===== src/rtl/uart_tx_fifo.sv =====
// Byte-wide 8N1 UART transmitter fed by a small valid/ready input FIFO.
// Drives the board-level ftdi_txd line; the line idles high.
module uart_tx_fifo #(
   parameter int unsigned CLK_FREQ_HZ = 25000000,
   parameter int unsigned BAUD_RATE   = 115200,
   parameter int unsigned FIFO_DEPTH  = 4
) (
   input  logic                           clk,
   input  logic                           resetn,
   input  logic [7:0]                     tx_data,
   input  logic                           tx_valid,
   output logic                           tx_ready,
   output logic                           tx,
   output logic                           busy,
   output logic [$clog2(FIFO_DEPTH):0]    fifo_count
);

   localparam int unsigned DIV = CLK_FREQ_HZ / BAUD_RATE;
   localparam int unsigned PW  = $clog2(FIFO_DEPTH);
   localparam int unsigned CW  = PW + 1;
   localparam int unsigned BW  = $clog2(DIV);

   typedef enum logic [1:0] {
      IDLE  = 2'd0,
      START = 2'd1,
      DATA  = 2'd2,
      STOP  = 2'd3
   } state_t;

   state_t          state;
   logic [7:0]      mem [FIFO_DEPTH];
   logic [PW-1:0]   wr_ptr;
   logic [PW-1:0]   rd_ptr;
   logic [BW-1:0]   baud_cnt;
   logic [2:0]      bit_idx;
   logic [7:0]      shift;

   logic            push_c;
   logic            pop_c;
   logic            bit_end_c;
   logic            active_nxt_c;
   logic [CW-1:0]   count_nxt_c;

   // Handshake, pop and occupancy decode from registered state.
   always_comb begin
      push_c       = tx_valid && tx_ready;
      bit_end_c    = (baud_cnt == BW'(0));
      pop_c        = (fifo_count != CW'(0)) &&
                     ((state == IDLE) || ((state == STOP) && bit_end_c));
      active_nxt_c = pop_c || ((state != IDLE) && !((state == STOP) && bit_end_c));
      count_nxt_c  = fifo_count;
      if (push_c && !pop_c) begin
         count_nxt_c = fifo_count + CW'(1);
      end else if (!push_c && pop_c) begin
         count_nxt_c = fifo_count - CW'(1);
      end
   end

   // FIFO storage; contents need no reset since occupancy guards every read.
   always_ff @(posedge clk) begin
      if (push_c) begin
         mem[wr_ptr] <= tx_data;
      end
   end

   // FIFO pointers, occupancy and the registered status outputs.
   always_ff @(posedge clk or negedge resetn) begin
      if (!resetn) begin
         wr_ptr     <= '0;
         rd_ptr     <= '0;
         fifo_count <= '0;
         tx_ready   <= 1'b1;
         busy       <= 1'b0;
      end else begin
         if (push_c) begin
            wr_ptr <= wr_ptr + PW'(1);
         end
         if (pop_c) begin
            rd_ptr <= rd_ptr + PW'(1);
         end
         fifo_count <= count_nxt_c;
         tx_ready   <= (count_nxt_c != CW'(FIFO_DEPTH));
         busy       <= active_nxt_c || (count_nxt_c != CW'(0));
      end
   end

   // Frame sequencer: start bit, eight data bits LSB first, stop bit.
   always_ff @(posedge clk or negedge resetn) begin
      if (!resetn) begin
         state    <= IDLE;
         tx       <= 1'b1;
         baud_cnt <= '0;
         bit_idx  <= '0;
         shift    <= '0;
      end else begin
         case (state)
            IDLE: begin
               tx <= 1'b1;
               if (pop_c) begin
                  shift    <= mem[rd_ptr];
                  baud_cnt <= BW'(DIV - 1);
                  tx       <= 1'b0;
                  state    <= START;
               end
            end
            START: begin
               if (bit_end_c) begin
                  baud_cnt <= BW'(DIV - 1);
                  bit_idx  <= '0;
                  tx       <= shift[0];
                  state    <= DATA;
               end else begin
                  baud_cnt <= baud_cnt - BW'(1);
               end
            end
            DATA: begin
               if (bit_end_c) begin
                  baud_cnt <= BW'(DIV - 1);
                  if (bit_idx == 3'd7) begin
                     tx    <= 1'b1;
                     state <= STOP;
                  end else begin
                     shift   <= {1'b0, shift[7:1]};
                     tx      <= shift[1];
                     bit_idx <= bit_idx + 3'd1;
                  end
               end else begin
                  baud_cnt <= baud_cnt - BW'(1);
               end
            end
            STOP: begin
               if (bit_end_c) begin
                  // Chain straight into the next start bit when more data is queued.
                  if (pop_c) begin
                     shift    <= mem[rd_ptr];
                     baud_cnt <= BW'(DIV - 1);
                     tx       <= 1'b0;
                     state    <= START;
                  end else begin
                     tx    <= 1'b1;
                     state <= IDLE;
                  end
               end else begin
                  baud_cnt <= baud_cnt - BW'(1);
               end
            end
            default: begin
               tx    <= 1'b1;
               state <= IDLE;
            end
         endcase
      end
   end

endmodule


===== config.mk =====
export PLATFORM = sky130hd
export DESIGN_NAME = uart_tx_fifo
export DESIGN_NICKNAME = d
export VERILOG_FILES = /design/src/rtl/uart_tx_fifo.sv
export SDC_FILE = /design/constraint.sdc
export NUM_CORES = 1
export LEC_CHECK = 0
export ABC_AREA = 1
export BUFFER_PORTS_ARGS = -buffer_cell sky130_fd_sc_hd__buf_2
export CORE_MARGIN = 1.5
export CORE_UTILIZATION = 30
export DETAILED_ROUTE_END_ITERATION = 12
export PLACE_DENSITY = 0.49
export SLEW_MARGIN = 40
export SYNTH_ARGS = -nofsm -noshare
export SYNTH_HDL_FRONTEND = slang
export SYNTH_SLANG_ARGS = --single-unit

===== constraint.sdc =====
create_clock -name clk -period 3.79 [get_ports clk]
set_clock_uncertainty 0.15 [all_clocks]
set_input_delay 0.379 -clock clk [delete_from_list [all_inputs] [get_ports clk]]
set_output_delay 0.379 -clock clk [all_outputs]
set_load 0.01 [all_outputs]

==> results of run 1 <==
## cell families after synthesis
logic type               count (synthesis)
AND/OR/NAND/NOR                        119
buffers and inverters                   40
AO/OA/AOI/OAI                           64
flip-flops                              63
XOR/XNOR                                 7
adder cells (fa/ha/maj)                 16
## routing by layer
| layer | vias to the layer above | track usage | wire length, µm |
|---|---|---|---|
| li1 | 1079 | - | - |
| met1 | 1026 | 0.145 | 2830 |
| met2 | 34 | 0.179 | 2810 |
| met3 | 11 | 0.0274 | 136 |
| met4 | 0 | 0.0616 | 133 |
| met5 | - | 0 | 0 |
## cell usage in the layout, fill, tap and decap left out, types with 7 or more instances in the layout
master	n
o21ai_0	36
clkbuf_8	9
buf_2	15
ha_1	16
nor2_2	7
inv_1	29
dfrtp_1	29
edfxtp_1	32
nand3_1	13
o22ai_1	8
nand2_1	49
nor2_1	28
## power breakdown
part	internal [mW]	total, mW	switching (mW)
sequential	0.837	0.885	0.0478
combinational	0.107	0.323	0.216
clock	0.243	0.532	0.289
total	1.19	1.74	0.553
## state kept, by name (all words and copies together) (netlist names)
name        flops
baud_cnt        8
bit_idx         3
busy            1
fifo_count      3
mem            32
rd_ptr          2
shift           8
state           2
tx              1
tx_ready        1
wr_ptr          2
## layout make-up
type	instances	area share
Inverter	33	0.0351
Multi-Input combinational cell	206	0.347
Clock inverter	7	0.0163
Tap cell	136	0.0482
Clock buffer	9	0.0351
Timing Repair Buffer	17	0.0262
Sequential cell	63	0.492
## stage by stage
stage	hold slack, ps	area (µm²)	setup slack, ps	instances	power (mW)
finish	101	3530	1780	471	1.74
CTS	89.1	3520	1750	471	1.76
detailed placement	312	3330	1760	454	1.22
floorplan	-66.6	3120	1960	309	1.12
global placement	311	3330	1740	454	1.22
global route	90.3	3530	1580	471	1.85
## what timing repair did
action                                 CTS  global route
endpoints found under the hold margin   29             0
setup buffers                            0             0
hold buffers                             1             0
## path summary, 6_finish.rpt
kind,from,to,slack (ps),depth (start not counted)
worst max register to register,state[0]$_DFFE_PN0P_,state[0]$_DFFE_PN0P_,1780,7
worst min-delay path,tx_data[0],mem[0][0]$_DFFE_PP_,100,1
min in group asynchronous,resetn,baud_cnt[5]$_DFF_PN0_,360,2
worst min register to register,shift[0]$_DFFE_PN0P_,shift[0]$_DFFE_PN0P_,330,2
worst max-delay path,state[0]$_DFFE_PN0P_,state[0]$_DFFE_PN0P_,1780,7
max in group asynchronous,resetn,tx_ready$_DFF_PN1_,2800,2
## worst max-delay path, cell delays in order, from the launching register on
cell and delay, ps:
dfrtp_1 440, inv_1 110, ha_1 350, inv_2 240, o22ai_1 120, nor2_2 180
o21ai_0 110, a22o_1 190
==> reports/metrics.csv, run 1 <==
metric;value;unit
compound-cell area share of the yosys netlist;0.119;
CTS Sinks;63;
largest family of logic cells by synthesized area;simple AND/OR/NAND/NOR gates;
Setup TNS;0;ps
Power Density;493;nW/µm²
htree depth;3;
Overall Global Routing Usage;0.114;
Die Area;11000;µm²
Cell variety after synth;32;
Max-slew headroom;0.521;
Hold Vio Cnt, Final;0;
DR WL/cell;12.5;µm
most common cell in the netlist;nand2_1;
Final Critical Period;2010;ps
floorplan core area;10200;µm²
worst slew pin tran;717;ps
first-pass GRT wire length;9830;µm
pin count of the biggest net entering global routing;32;
Initial DRC Count;77;
share of the synthesized area in the top cell type;0.308;
area of the multi-input gates;1220;µm²
Synth Area in Adders;0.0641;
Hold Path Class;input pin to flip-flop;
post-synthesis simple-gate area fraction;0.188;
RePlAce Congestion;0.776;
FMAX;498;MHz
num ports;17;
post-DP HPWL;4230;µm
Crit path required time;3870;ps
CTS resizes;0;
worst vdd ir;0.178;mV
WP data arrival;2090;ps
ANT cells;0;
Mapped Cells;309;
layout cells sized above 1;0.212;
Vias/cell;4.56;
Pleak;1.53;nW
DR pass1 iterations;5;
via count;2150;
final worst-path cycle share;0.530;
Clock Tree Buf Depth;2;
GRT overflow;0;
# rows;37;
kind of start point of the critical path;flip-flop;
die height;105;µm
xor and xnor fraction of the mapped netlist area;0.0196;
synth cell count leaders;nand2_1 (49), o21ai_0 (36), edfxtp_1 (32);
Post-route DRC;0;
initial cell density of the core;0.305;
Syn Nets;336;
sequential-to-total area share from yosys stat;0.557;
CTS buffer count;9;
area delta synth->final;13.1;%
number of antenna violations at the first check in global routing;0;
number of synthesized flops with an enable pin;32;
mapped cell area;3120;µm²
leading register cell type out of synthesis;edfxtp_1;
antenna viol nets, final;0;
post-synthesis mux area share;0;
port buffer count;16;
largest area contributor in the netlist;edfxtp_1;
WL final;5910;µm
worst setup path class;flip-flop to flip-flop;
Setup violations, final;0;
Mean Syn Cell Area;10.1;µm²
Worst-Skew Late Latency;340;ps
Max FO, Critical Path;12;
Crit. End Element;flip-flop;
Root Buffer;clkbuf_8;
register area;1740;µm²
max-cap violation count;0;
nets;357;
largest cells by area after synthesis;edfxtp_1 (31%), dfrtp_1 (23%), ha_1 (6.4%);
CTS clock-pin slew for the worst setup and hold paths;80;ps
Die X;105;µm
CTS tree;done;
RSZ-0062 raised after global routing;no;
Final Max Tran Viols;0;
flops & latches, synth;63;
Filler Cell Count;1032;
asr flop ratio synth;0.492;
outcome;completed;
vias in the first global route;2042;
Synth Warn #;0;
Layout Utilization;0.345;
(Power assumes the default switching activity.)
==> run 2: changes to the inputs <==
==> constraint.sdc (replaced) <==
create_clock -name clk -period 2.1 [get_ports clk]
set_clock_uncertainty 0.15 [all_clocks]
set_input_delay 0.21 -clock clk [delete_from_list [all_inputs] [get_ports clk]]
set_output_delay 0.21 -clock clk [all_outputs]
set_load 0.01 [all_outputs]
==> run 2 against run 1 <==
  * Highest routed layer unchanged
  * Register-to-register slack lost 1600 ps
  * Fmax grew 5.1%
  * Sequential power grew 80%
  * Non-clock buffer count grew 16
  * First-iteration DRC count grew 14%
  * Die area is the same
  * Critical path depth grew 6
  * Sequential share of layout area shrank 2.6 points
==> reports/metrics.csv, run 2 (synthesis results as in run 1) <==
metric;value;unit;change
r2r endpoint;busy$_DFF_PN0_;;
max FFs per register;32;;unchanged
Power Total;3.44;mW;+98%
r2r setup slk;190;ps;-1590 ps
Power Density;921;nW/µm²;+87%
Crit path required time;2200;ps;-1670 ps
Overall Global Routing Usage;0.122;;+0.00737
RePlAce Congestion;0.802;;+3.4%
Initial DRC Count;88;;+14%
outcome;completed;;
layout cells sized above 1;0.225;;+0.0131
commonest non-fill, non-tap cells in the layout;nand2_1 (49), o21ai_0 (36), edfxtp_1 (32), nor2_1 (30), inv_1 (29);;
die height;105;µm;unchanged
number of antenna violations at the first check in global routing;0;;unchanged
DR pass1 iterations;4;;-1
nets;373;;+4.5%
Max FO, Critical Path;9;;-3
most common cell after layout, fill and taps aside;nand2_1;;
Die Area;11000;µm²;unchanged
Setup violations, final;0;;unchanged
Die X;105;µm;unchanged
# rows;37;;unchanged
worst slew pin tran;512;ps;-204 ps
Clock Tree Buf Depth;2;;unchanged
post-CTS setup buffers;0;;unchanged
GRT overflow;0;;unchanged
max-cap violation count;0;;unchanged
CP Cell Sequence;inv_1 -> ha_2 -> nand2_1 -> nor2_2 -> nand3_2 -> nand2_4 -> nand2_4 -> nand2_4 -> nand2_2 -> nand2_1 -> nand2_2 -> nor2_2 -> nand2_1;;
Crit. End Element;flip-flop;;
Largest regs;mem: 32 flops, baud_cnt: 8 flops, shift: 8 flops;;
Final Max Tran Viols;0;;unchanged
worst setup path class;flip-flop to flip-flop;;
reg2reg path depth;13;;+6
vias in the first global route;2113;;+3.5%
first-pass GRT wire length;10300;µm;+5.1%
Hold Vio Cnt, Final;0;;unchanged
pin count of the biggest net entering global routing;32;;unchanged
Pleak;1.64;nW;+7.1%
WL final;6100;µm;+3.1%
final worst-path cycle share;0.911;;+0.381
Worst path slowest cell;dfrtp_1;;
kind of start point of the critical path;flip-flop;;
CTS buffer count;9;;unchanged
via count;2179;;+1.3%
CP max stage delay;370;ps;-70 ps
RSZ-0062 raised after global routing;no;;
Max-slew headroom;0.658;;+0.138
CTS tree;done;;
r2r startpoint;baud_cnt[0]$_DFF_PN0_;;
num ports;17;;unchanged
port buffer count;16;;unchanged
post-DP HPWL;4230;µm;+0.12%
DR WL/cell;12.5;µm;-0.26%
worst vdd ir;0.411;mV;+130%
Hold Path Class;input pin to asynchronous set/reset pin;;
area delta synth->final;19.6;%;
Worst-Skew Late Latency;350;ps;about the same
WP data arrival;2010;ps;-80 ps
Setup TNS;0;ps;unchanged
register bank with the most flops;mem;;
Vias/cell;4.47;;-2.0%
initial cell density of the core;0.305;;unchanged
CTS clock-pin slew for the worst setup and hold paths;80;ps;about the same
Final Critical Period;1910;ps;-96.8 ps
FMAX;523;MHz;+5.1%
floorplan core area;10200;µm²;unchanged
Root Buffer;clkbuf_8;;
htree depth;3;;unchanged
ANT cells;0;;unchanged
antenna viol nets, final;0;;unchanged
Post-route DRC;0;;unchanged
CTS Sinks;63;;unchanged
-- run 2: changes by cell type in the layout (fill, tap and decap cells not counted), sizes merged --
cell         before  now
buf              16   24
clkinv            2    1
clkinvlp          3    1
dlygate4sd3       1    9
bufinv            0    2
inv              35   36
-- run 2: worst max-delay path by stage --
stage / end / cells after the start / slack [ps] / from
6_report: busy$_DFF_PN0_ / 13 / 190 / baud_cnt[0]$_DFF_PN0_
5_1_grt: busy$_DFF_PN0_ / 13 / 20 / baud_cnt[0]$_DFF_PN0_
4_1_cts: busy$_DFF_PN0_ / 13 / 160 / baud_cnt[0]$_DFF_PN0_
3_5_place_dp: busy$_DFF_PN0_ / 13 / 180 / baud_cnt[0]$_DFF_PN0_
3_3_place_gp: shift[4]$_DFFE_PN0P_ / 8 / 190 / state[0]$_DFFE_PN0P_
2_1_floorplan: state[0]$_DFFE_PN0P_ / 9 / 270 / state[0]$_DFFE_PN0P_
-- run 2: cell type report --
cell class                 instances  area [µm²]
tap                              136         170
fill                            1025        6500
timing repair buffer              33         250
multi-input combinational        206        1220
clock buffer                       9         124
inverter                          33         124
sequential                        63        1740
clock inverter                     7         103
-- run 2: what timing repair did --
item	4_1_cts	5_1_grt
hold endpoints to repair	61	0
gates resized for setup	0	2
hold buffers	9	0
endpoints found under the setup margin	0	3
-- run 2: per-layer routing --
metal,vias to the layer above,wire length (µm),global-route usage,part of all wire
met2,36,2800,0.190,0.46
met5,-,0,0,0
met1,1020,2970,0.157,0.49
met3,11,186,0.0299,0.031
met4,0,139,0.0616,0.023
li1,1112,-,-,-
-- run 2: worst max-delay path: cells and delay by family (launching register included) --
kind	cells	cell delay (ps)
and+or+nand+nor	11	950
buffers and inverters	1	100
DFF	1	370
adders and majority gates	1	220
-- run 2: per-stage QoR --
| step | setup slack (ps) | hold WS (ps) | util | cells | instance area (µm²) |
|---|---|---|---|---|---|
| after floorplan | 270 | -236 | - | 309 | 3120 |
| after global placement | 186 | 168 | 0.331 | 461 | 3390 |
| after detailed placement | 179 | 169 | 0.331 | 461 | 3390 |
| after CTS | 164 | 210 | 0.362 | 486 | 3700 |
| after global routing | 16.9 | 165 | 0.365 | 487 | 3730 |
| final | 188 | 145 | 0.365 | 487 | 3730 |
-- run 2: power breakdown --
group / total (mW) / switching (mW) / internal (mW)
Sequential: 1.59 / 0.0825 / 1.51
Clock: 1.22 / 0.536 / 0.683
Combinational: 0.629 / 0.394 / 0.235
Total: 3.44 / 1.01 / 2.42
==> run 3: changes to the inputs <==
--- a/config.mk
+++ b/config.mk
@@ -11,6 +11,7 @@
 export CORE_UTILIZATION = 30
 export DETAILED_ROUTE_END_ITERATION = 12
 export PLACE_DENSITY = 0.49
+export REMOVE_ABC_BUFFERS = 1
 export SLEW_MARGIN = 40
 export SYNTH_ARGS = -nofsm -noshare
 export SYNTH_HDL_FRONTEND = slang
==> run 3 against run 2 <==
  * Core utilization fell by 0.40 points
  * Via count is 0.50% higher
  * Sequential power about the same
  * Critical path depth shrank 5
  * Non-clock buffer count fell by 2
  * Die area did not move
  * Clock power is 11% lower
  * Largest cell class unchanged
  * Largest power group unchanged
==> reports/metrics.csv, run 3 (synthesis results as in run 1) <==
metric;value;unit;change
outcome;completed;;
area delta synth->final;18.3;%;
kind of start point of the critical path;flip-flop;;
commonest non-fill, non-tap cells in the layout;nand2_1 (49), o21ai_0 (36), edfxtp_1 (32), nor2_1 (30), dfrtp_1 (29);;
Layout Utilization;0.361;;-0.00404
pin count of the biggest net entering global routing;32;;unchanged
number of antenna violations at the first check in global routing;0;;unchanged
antenna viol nets, final;0;;unchanged
die height;105;µm;unchanged
Crit path required time;2220;ps;+20 ps
Final Critical Period;1890;ps;-18.4 ps
Final Cell Area;3690;µm²;-1.1%
vias in the first global route;2101;;-0.57%
post-DP HPWL;4170;µm;-1.5%
layout cells sized above 1;0.223;;-0.00158
register bank with the most flops;mem;;
Vias/cell;4.52;;+0.92%
DR WL/cell;12.4;µm;-0.58%
Hold Path Class;input pin to asynchronous set/reset pin;;
Hold Vio Cnt, Final;0;;unchanged
Setup TNS;0;ps;unchanged
Pleak;1.61;nW;-1.9%
Crit. End Element;flip-flop;;
grt met2 use;0.190;;+0.000467
max-cap violation count;0;;unchanged
Hold Slack;186;ps;+41.0 ps
Die X;105;µm;unchanged
Power Density;891;nW/µm²;-3.2%
Placed Area;3380;µm²;-0.22%
r2r startpoint;state[0]$_DFFE_PN0P_;;
Final Max Tran Viols;0;;unchanged
WL final;6040;µm;-0.98%
Critical Path Start;state[0]$_DFFE_PN0P_;;
htree depth;3;;unchanged
Die Area;11000;µm²;unchanged
Max FO, Critical Path;6;;-3
FMAX;528;MHz;+0.97%
Root Buffer;clkbuf_8;;
num ports;17;;unchanged
via count;2190;;+0.50%
grt met1 use;0.163;;+0.00597
most common cell after layout, fill and taps aside;nand2_1;;
port buffer count;16;;unchanged
Filler Cell Count;1042;;+1.7%
r2r setup slk;210;ps;+20 ps
worst slew pin tran;500;ps;-12.7 ps
RePlAce Congestion;0.842;;+4.9%
CP endpoint;baud_cnt[1]$_DFF_PN0_;;
Overall Global Routing Usage;0.122;;+0.000569
Initial DRC Count;59;;-33%
CTS clock-pin slew for the worst setup and hold paths;80;ps;about the same
M3 GR Usage;0.0243;;-0.00561
worst vdd ir;0.449;mV;+9.1%
Largest regs;mem: 32 flops, baud_cnt: 8 flops, shift: 8 flops;;
Worst-Skew Late Latency;340;ps;about the same
initial cell density of the core;0.305;;unchanged
Max-slew headroom;0.666;;+0.00845
WP data arrival;2010;ps;about the same
CTS tree;done;;
floorplan core area;10200;µm²;unchanged
ANT cells;0;;unchanged
Post-route DRC;0;;unchanged
r2r endpoint;baud_cnt[1]$_DFF_PN0_;;
GRT overflow;0;;unchanged
# rows;37;;unchanged
DR pass1 iterations;4;;unchanged
CTS buffer count;9;;unchanged
reg2reg path depth;8;;-5
CTS Sinks;63;;unchanged
max FFs per register;32;;unchanged
nets;371;;-0.54%
first-pass GRT wire length;10500;µm;+1.5%
Clock Tree Buf Depth;2;;unchanged
Setup violations, final;0;;unchanged
final worst-path cycle share;0.902;;-0.00878
worst setup path class;flip-flop to flip-flop;;
Top Usage Layer GRT;met2;;
## run 3: final cells by class
class | count | area, µm² | share of cell area
repair buffers | 31 | 218 | 0.0590
multi-input cells | 206 | 1230 | 0.334
inverters | 33 | 126 | 0.0342
flip-flops and latches | 63 | 1740 | 0.471
well taps | 136 | 170 | 0.0461
clock inverters | 7 | 80.1 | 0.0217
clock buffers | 9 | 124 | 0.0335
## run 3: routing by layer
metal  share of wire  wire (µm)  vias to the layer above
li1                -          -                     1110
met1            0.50       3010                     1048
met2            0.46       2780                       21
met3           0.020        118                       11
met4           0.020        123                        0
met5               0          0                        -
## run 3: worst min path at each step
stage | startpoint | end | slack, ps | depth (start not counted)
after detailed placement | resetn | baud_cnt[4]$_DFF_PN0_ | 170 | 1
after CTS | tx_valid | wr_ptr[0]$_DFFE_PN0P_ | 220 | 3
after global routing | resetn | baud_cnt[3]$_DFF_PN0_ | 230 | 2
final | resetn | baud_cnt[4]$_DFF_PN0_ | 190 | 2
after floorplan | resetn | baud_cnt[0]$_DFF_PN0_ | -240 | 0
after global placement | resetn | baud_cnt[4]$_DFF_PN0_ | 170 | 1
## run 3: report_power, final
group	internal [mW]	switching, mW	total (mW)
clock	0.560	0.521	1.08
sequential	1.51	0.0763	1.58
combinational	0.229	0.397	0.626
## run 3: worst max-delay path: stages, from the launching register on
cell,delay (ps)
dfrtp_1,450
inv_1,110
ha_1,380
nor2_1,100
nor2_1,140
inv_1,70
nor2_1,160
inv_1,90
o22ai_1,160
## run 3: metrics by stage
stage	worst slack [ps]	power, mW	cells
after global routing	-0.901	3.49	485
after floorplan	343	2.01	302
after global placement	77.5	2.24	460
final	206	3.29	485
after CTS	70.9	3.35	485
after detailed placement	90.7	2.24	460
## run 3: repair_timing
action | in CTS | in global routing
endpoints found under the setup margin | 0 | 12
endpoints found under the hold margin | 61 | 0
resized for setup | 0 | 5
setup buffers | 0 | 0
hold buffers | 9 | 0
